==> src/rtl/uart_pkg.sv <==
// Shared definitions for the UART hex reporter: ASCII constants, frame length,
// nibble-to-ASCII encoding and the report FSM state type.
package uart_pkg;

   localparam logic [7:0] CHAR_C  = 8'h43;
   localparam logic [7:0] CHAR_SP = 8'h20;
   localparam logic [7:0] CHAR_CR = 8'h0D;
   localparam logic [7:0] CHAR_LF = 8'h0A;

   localparam int FRAME_LEN = 11;

   typedef enum logic [1:0] {
      ST_IDLE,
      ST_LOAD,
      ST_SEND,
      ST_FINISH
   } rpt_state_e;

   // Uppercase hex: 0-9 -> '0'..'9', A-F -> 'A'..'F'
   function automatic logic [7:0] hex2ascii(input logic [3:0] nib);
      if (nib < 4'd10) begin
         return 8'h30 + {4'h0, nib};
      end
      return 8'h37 + {4'h0, nib};
   endfunction

endpackage

==> src/rtl/uart_tx_8n1.sv <==
// 8N1 UART serialiser, LSB first. Each bit is held for OVERSAMPLE baud ticks
// counted from the cycle the bit is first driven.
module uart_tx_8n1
   import uart_pkg::*;
#(
   parameter int OVERSAMPLE = 16
) (
   input  logic       clk,
   input  logic       rst_n,
   input  logic       baud_tick_i,
   input  logic [7:0] data_i,
   input  logic       load_i,
   output logic       tx_o,
   output logic       ready_o
);

   localparam int TICK_W = $clog2(OVERSAMPLE);
   localparam logic [TICK_W-1:0] TICK_LAST = TICK_W'(OVERSAMPLE - 1);

   logic              busy_q, busy_d;
   logic              tx_q, tx_d;
   logic [8:0]        shreg_q, shreg_d;
   logic [3:0]        bit_cnt_q, bit_cnt_d;
   logic [TICK_W-1:0] tick_cnt_q, tick_cnt_d;

   always_ff @(posedge clk) begin
      if (!rst_n) begin
         busy_q     <= 1'b0;
         tx_q       <= 1'b1;
         shreg_q    <= '0;
         bit_cnt_q  <= '0;
         tick_cnt_q <= '0;
      end else begin
         busy_q     <= busy_d;
         tx_q       <= tx_d;
         shreg_q    <= shreg_d;
         bit_cnt_q  <= bit_cnt_d;
         tick_cnt_q <= tick_cnt_d;
      end
   end

   // shreg holds the bits still to be sent after the one on the line: data then stop
   always_comb begin
      busy_d     = busy_q;
      tx_d       = tx_q;
      shreg_d    = shreg_q;
      bit_cnt_d  = bit_cnt_q;
      tick_cnt_d = tick_cnt_q;
      if (!busy_q) begin
         if (load_i) begin
            busy_d     = 1'b1;
            tx_d       = 1'b0;
            shreg_d    = {1'b1, data_i};
            bit_cnt_d  = 4'd0;
            tick_cnt_d = '0;
         end
      end else if (baud_tick_i) begin
         if (tick_cnt_q == TICK_LAST) begin
            tick_cnt_d = '0;
            if (bit_cnt_q == 4'd9) begin
               busy_d = 1'b0;
               tx_d   = 1'b1;
            end else begin
               tx_d      = shreg_q[0];
               shreg_d   = {1'b1, shreg_q[8:1]};
               bit_cnt_d = bit_cnt_q + 4'd1;
            end
         end else begin
            tick_cnt_d = tick_cnt_q + 1'b1;
         end
      end
   end

   assign tx_o    = tx_q;
   assign ready_o = ~busy_q;

endmodule

==> src/rtl/uart_hex_reporter.sv <==
// Sends "C<5 hex count> <2 hex sum>\r\n" over UART on each accepted start pulse,
// using a snapshot of count and sum taken when start is accepted.
module uart_hex_reporter
   import uart_pkg::*;
#(
   parameter int OVERSAMPLE = 16,
   parameter int CNT_W      = 20
) (
   input  logic             clk,
   input  logic             rst_n,
   input  logic             baud_tick_i,
   input  logic             start_i,
   input  logic [CNT_W-1:0] count_i,
   input  logic [7:0]       sum_i,
   output logic             tx_o,
   output logic             busy_o,
   output logic             done_o
);

   localparam logic [3:0] LAST_IDX = 4'(FRAME_LEN - 1);

   rpt_state_e  state_q, state_d;
   logic [3:0]  idx_q, idx_d;
   logic [19:0] cnt_q, cnt_d;
   logic [7:0]  sum_q, sum_d;
   logic [7:0]  byte_sel;
   logic        ser_load;
   logic        ser_ready;

   always_ff @(posedge clk) begin
      if (!rst_n) begin
         state_q <= ST_IDLE;
         idx_q   <= '0;
         cnt_q   <= '0;
         sum_q   <= '0;
      end else begin
         state_q <= state_d;
         idx_q   <= idx_d;
         cnt_q   <= cnt_d;
         sum_q   <= sum_d;
      end
   end

   always_comb begin
      state_d  = state_q;
      idx_d    = idx_q;
      cnt_d    = cnt_q;
      sum_d    = sum_q;
      ser_load = 1'b0;
      busy_o   = 1'b0;
      done_o   = 1'b0;
      unique case (state_q)
         ST_IDLE: begin
            if (start_i) begin
               cnt_d   = 20'(count_i);
               sum_d   = sum_i;
               idx_d   = 4'd0;
               state_d = ST_LOAD;
            end
         end
         ST_LOAD: begin
            busy_o   = 1'b1;
            ser_load = 1'b1;
            state_d  = ST_SEND;
         end
         ST_SEND: begin
            busy_o = 1'b1;
            if (ser_ready) begin
               if (idx_q == LAST_IDX) begin
                  state_d = ST_FINISH;
               end else begin
                  idx_d   = idx_q + 4'd1;
                  state_d = ST_LOAD;
               end
            end
         end
         ST_FINISH: begin
            done_o  = 1'b1;
            state_d = ST_IDLE;
         end
         default: state_d = ST_IDLE;
      endcase
   end

   always_comb begin
      byte_sel = CHAR_C;
      unique case (idx_q)
         4'd0:    byte_sel = CHAR_C;
         4'd1:    byte_sel = hex2ascii(cnt_q[19:16]);
         4'd2:    byte_sel = hex2ascii(cnt_q[15:12]);
         4'd3:    byte_sel = hex2ascii(cnt_q[11:8]);
         4'd4:    byte_sel = hex2ascii(cnt_q[7:4]);
         4'd5:    byte_sel = hex2ascii(cnt_q[3:0]);
         4'd6:    byte_sel = CHAR_SP;
         4'd7:    byte_sel = hex2ascii(sum_q[7:4]);
         4'd8:    byte_sel = hex2ascii(sum_q[3:0]);
         4'd9:    byte_sel = CHAR_CR;
         4'd10:   byte_sel = CHAR_LF;
         default: byte_sel = CHAR_C;
      endcase
   end

   uart_tx_8n1 #(
      .OVERSAMPLE(OVERSAMPLE)
   ) u_tx (
      .clk        (clk),
      .rst_n      (rst_n),
      .baud_tick_i(baud_tick_i),
      .data_i     (byte_sel),
      .load_i     (ser_load),
      .tx_o       (tx_o),
      .ready_o    (ser_ready)
   );

endmodule

==> config.mk <==
export PLATFORM = sky130hd
export DESIGN_NAME = uart_hex_reporter
export DESIGN_NICKNAME = d
export VERILOG_FILES = /design/src/rtl/uart_pkg.sv /design/src/rtl/uart_tx_8n1.sv /design/src/rtl/uart_hex_reporter.sv
export SDC_FILE = /design/constraint.sdc
export NUM_CORES = 1
export LEC_CHECK = 0
export BUFFER_PORTS_ARGS = -buffer_cell sky130_fd_sc_hd__buf_2
export CORE_AREA = 2 2 79 81
export DETAILED_ROUTE_END_ITERATION = 8
export DIE_AREA = 0 0 81 83
export MAX_ROUTING_LAYER = met4
export PLACE_DENSITY = 0.8
export SYNTH_ARGS = -nofsm -noshare
export SYNTH_HDL_FRONTEND = slang
export SYNTH_SLANG_ARGS = --single-unit
==> constraint.sdc <==
create_clock -name clk -period 2.5 [get_ports clk]
set_input_delay 0.5 -clock clk [delete_from_list [all_inputs] [get_ports clk]]
set_output_delay 0.5 -clock clk [all_outputs]
set_load 0.1 [all_outputs]
* Yosys cells after proc, flatten, opt, wreduce, memory -nomap -nowiden *
Cells that the tools add are included.

cells by class
  add/sub/neg operators = 17
  magnitude comparators = 7
  eq/ne operators = 21
  mux-type cells = 63
  reduce and logical (&&, ||, !) cells = 10

operator list
  cell                                                              count
  8-bit 2-to-1 mux                                                  14
  6-bit by 4-bit adder with 7-bit output (first input constant)     14
  8-bit case mux with 10 select lines                               1
  9-bit 2-to-1 mux                                                  5
  4-bit 2-to-1 mux                                                  11
  4-bit < comparator (second input constant)                        7
  1-bit 2-to-1 mux                                                  27
  4-bit == test (second input constant)                             5
  4-bit by 3-bit == test with 1-bit output (second input constant)  4
  4-bit by 1-bit adder with 4-bit output (second input constant)    3
  2-bit inequality test (second input constant)                     6
  4-bit by 2-bit == test with 1-bit output (second input constant)  2
  2-bit case mux with 4 select lines                                1
  4-bit case mux with 2 select lines                                1
  4-bit AND reduction                                               2
  2-bit 2-to-1 mux                                                  3
  2-bit AND reduction                                               3
  2-bit == test (second input constant)                             2
  4-bit by 1-bit == test with 1-bit output (second input constant)  1
  2-bit nonzero test                                                2
  3-bit AND reduction                                               1
  2-bit by 1-bit == test with 1-bit output (second input constant)  1
  2-bit logical NOT                                                 1
  2-bit OR reduction                                                1

word-level totals
  flip-flop bits (word level) = 53
  bits of input ports = 32
  output and inout port bits = 3
  word-level logic and storage cells = 127

* Depth between registers and ports, before layout *
  depth after elaboration = 7
  mapped depth = 7
  mapped depth without buffers = 7

* By module *
From an unflattened synthesis, not the netlist that was laid out.

second synthesis, totals
  cells, all modules = 435
  area total of the unflattened synthesis = 3,499.6 um^2

by module, submodules not included
  module             instances  cells an instance  area an instance (um^2)  seq. area each (um^2)
  uart_hex_reporter  1          330                2,467.4                  680.7
  uart_tx_8n1        1          105                1,032.2                  380.4

* Worst setup path before layout *
OpenSTA, ideal clock, no wires.

  kind = register to output
  start = register state_q[0]
  end = output busy_o
  data arrival time = 1.295 ns
  required time = 2.000 ns
  setup slack = 0.705 ns
  stages on the path, launching flop included = 3
  buffers on the path = 0
  cell sequence = dfxtp_1 -> inv_1 -> ha_1

between the ends
  word-level cells in the longest chain between the ends = 3
  elaborated cells between the ends (all ways) = 4
  those cells by class = eq/ne (2); mux (1); reduce/logical (1)

ends and longest elaborated chain
  element                                                                           line                     source
  start, declared                                                                   uart_hex_reporter.sv:22  rpt_state_e state_q, state_d;
  start signal, assigned                                                            uart_hex_reporter.sv:37  state_q <= state_d;
  2-bit == test / 2-bit by 1-bit == test with 1-bit output (equally long branches)  uart_hex_reporter.sv:52  unique case (state_q)
  2-bit OR reduction (no line) (*)                                                  --
  1-bit 2-to-1 mux (*)                                                              uart_hex_reporter.sv:52
  end, declared                                                                     uart_hex_reporter.sv:16  output logic busy_o,

Mark *: on every way between the ends. The rest lies on a longest branch, timed or not.

* Final worst setup path *
Same ends and word-level chain as after synthesis.

==> summary.txt <==
Status
  – Status: completed

Logic synthesis
  – Post-Syn Area: approximately 0.0034 sq mm
  – Area contributors post-synth: dfxtp_1, nand2_1, a21boi_0
  – Post-synthesis sequential area ratio: a little under a third
  – Post-Syn Nets: 482
  – Mapped Avg Cell Area: roughly 7.8 sq um
  – Leading area contributor after synthesis: dfxtp_1
  – Gate Count Post-Synth: 431
  – Synth Flop Type: dfxtp_1
  – Post-synth cell types: 56
  – FF+latch count, synth: 53
  – Post-synth EDFFs: 0
  – Dominant cell by count in the synthesized netlist: nand2_1
  – Post-synth ARST share: 0%
  – Area share of the largest cell type after synthesis: 31.7%
  – Ys Warns: 0
  – Commonest cells in the netlist: nand2_1, dfxtp_1, a21boi_0

Place
  – RD Place Congestion: a little over 0.9
  – Hpwl dp: about 5800 microns
  – Placed inst area: about 0.0036 sq mm
  – IO Port Bufs: 34
  – Pre-CTS WS: between 0.5 and 0.6 ns

Critical path
  – Critical Path RT: around 2 ns
  – Crit path max fanout: 5
  – CP Capture Type: output pin
  – CP Launch Type: flip-flop
  – Critical path class: flip-flop to output pin
  – Critical path arrival: around 1.6 ns

GRT
  – Largest net degree at the start of global routing: 35
  – GR Overflow Total: 0
  – Vias in the first global route: about 2.9k
  – Antenna violations before repair: 0
  – Global-route wire length before repair: between 10000 and 15000 microns
  – All-Layer GR Usage: around a quarter

Floorplanning
  – Core area: ~0.0058 sq mm
  – Starting Density: 57.6%
  – Row cnt: 28
  – Vert. Die Dim: slightly above 80 microns
  – Die width: around 81 microns
  – Top Ports: 35
  – Die area: between 0.006 and 0.007 sq mm

Pwr
  – Sw power: approximately 930 uW
  – Comb pwr share: 35.3%
  – Internal power: approximately 1.4 mW
  – Sw frac: between 30 and 40%
  – Clock network power share: 19.1%
  – Leak: around 1.3 nW
  – VDD IR-drop max: around 0.00041 V
  – PwrDens: 652 mW/mm^2
  – Seq pwr share: about 46%

Timing
  – Clock period minus worst slack: approximately 2 ns
  – Worst Skew: approximately 0.0076 ns
  – Worst slew margin: 62.3%
  – Max frequency: around 500 MHz
  – RSZ-0062 raised after global routing: false
  – Setup violators final: 0
  – Period utilisation layout: 81.8%
  – TNS Setup: 0 ns
  – Setup ws final: around 0.45 ns
  – Worst slew pin tran: roughly 0.56 ns
  – Final hold violations: 0
  – Max-slew violation count: 0

Layout
  – Fin util: 62.7%
  – Post-route cell area: between 0.003 and 0.004 sq mm
  – Nets: 510
  – Share of layout cells above drive strength 1: a little under an eighth
  – Inserted Diodes: 0
  – Synthesis-to-finish area growth: 8.89%

Clocking
  – Sink Count: 53
  – CTS Buf Count: 5
  – H-tree Lvls: 2
  – Clk Latency, worst-skew pair: 0.30 ns
  – # resized after CTS: 0
  – CTS Hold Bufs: 0
  – Setup Buffers After CTS: 0
  – Clk buf depth: 2
  – TritonCTS clock tree: done
  – Worst-path clk slew: around 0.090 ns
  – Clock Tree Root: clkbuf_8

Routing
  – DR pass1 iterations: 5
  – WL final: between 7000 and 8000 microns
  – DR WL/cell: ~14 microns
  – Via count: between 3k and 4k
  – Vias/cell: a little under 6
  – 1st-iter DRT viols: 179
  – # DRC: 0
  – Final ANT Viol Nets: 0

Hold path
  – Hold WC Path Type: input port to flip-flop

Run
  – Number of max-cap violations: 0
layout make-up:
| cell class | instances | area [sq um] |
|---|---|---|
| Clock buffer | 5 | 68.8 |
| Clock inverter | 1 | 5.00 |
| Fill cell | 550 | 2170 |
| Inverter | 23 | 86.3 |
| Multi-Input combinational cell | 336 | 2120 |
| Sequential cell | 53 | 1060 |
| Tap cell | 75 | 93.8 |
| Timing Repair Buffer | 40 | 215 |
power groups by stage:
stage | registers [mW] | logic [mW] | clock network (mW)
after global placement | 1.10 | 0.815 | 0
after CTS | 1.08 | 0.838 | 0.470
after global routing | 1.11 | 0.938 | 0.496
after detailed placement | 1.10 | 0.836 | 0
final | 1.08 | 0.839 | 0.455
after floorplan | 1.10 | 0.633 | 0
logic make-up after synthesis:
group	Yosys count	share of synthesized area (%)
AND/OR/NAND/NOR	167	25.4
AO/OA/AOI/OAI	137	27.2
flip-flops	53	31.7
buffers and inverters	42	5.12
adder cells (fa/ha/maj)	19	7.09
XOR/XNOR	11	2.88
multiplexers	2	0.635
worst paths after layout:
check	end	depth (start not counted)	from	slack (ns)
worst min-delay path	cnt_q[11]	3	count_i[11]	0.43
worst min register to register	cnt_q[4]	2	cnt_q[4]	0.47
worst max-delay path	busy_o	3	state_q[0]	0.45
worst max register to register	u_tx.shreg_q[3]	6	idx_q[1]	0.51
state kept, by name, summed over array words and instances, names as in the netlist:
signal           count
u_tx.shreg_q         9
idx_q                4
state_q              2
u_tx.busy_q          1
u_tx.bit_cnt_q       4
cnt_q               20
u_tx.tx_o            1
sum_q                8
u_tx.tick_cnt_q      4
critical path, stage by stage, from the launching register on:
cell     delay (ns)
dfxtp_1        0.42
inv_1          0.11
ha_1           0.29
buf_2          0.42
cell usage in the layout, fill, tap and decap left out, types with 3 or more instances in the layout:
| cell type | count |
|---|---|
| o21ai_0 | 25 |
| o21a_1 | 3 |
| nand3_1 | 8 |
| and3b_1 | 4 |
| ha_1 | 19 |
| a21boi_0 | 34 |
| and4b_1 | 8 |
| xnor2_1 | 9 |
| o22ai_1 | 8 |
| nand3b_1 | 5 |
| a22oi_1 | 6 |
| a31oi_1 | 3 |
| nand2b_1 | 4 |
| nand4_1 | 3 |
| nand2_1 | 77 |
| a211oi_1 | 6 |
| nor3_1 | 5 |
| clkbuf_8 | 5 |
| nor3b_1 | 4 |
| inv_1 | 23 |
| o211ai_1 | 3 |
| buf_4 | 6 |
| nor2b_1 | 14 |
| dfxtp_1 | 53 |
| a21oi_1 | 30 |
| nor2_1 | 23 |
| buf_2 | 34 |
| nor4_1 | 3 |
layer usage:
layer  track usage, %  vias up  part of all wire [%]
met3             3.26       12                   4.0
met5                -        -                     0
met2             38.9       72                    48
li1                 -     1582                     -
met1             32.0     1445                    47
met4             5.24        0                   1.5
metrics by stage:
step	hold WS (ns)	power, mW	cells
finish	0.433	2.38	533
global route	0.434	2.54	533
CTS	0.432	2.39	533
detailed placement	0.454	1.94	527
global placement	0.448	1.91	527
floorplan	0.436	1.73	431
Power figures use the tool's default switching activity.
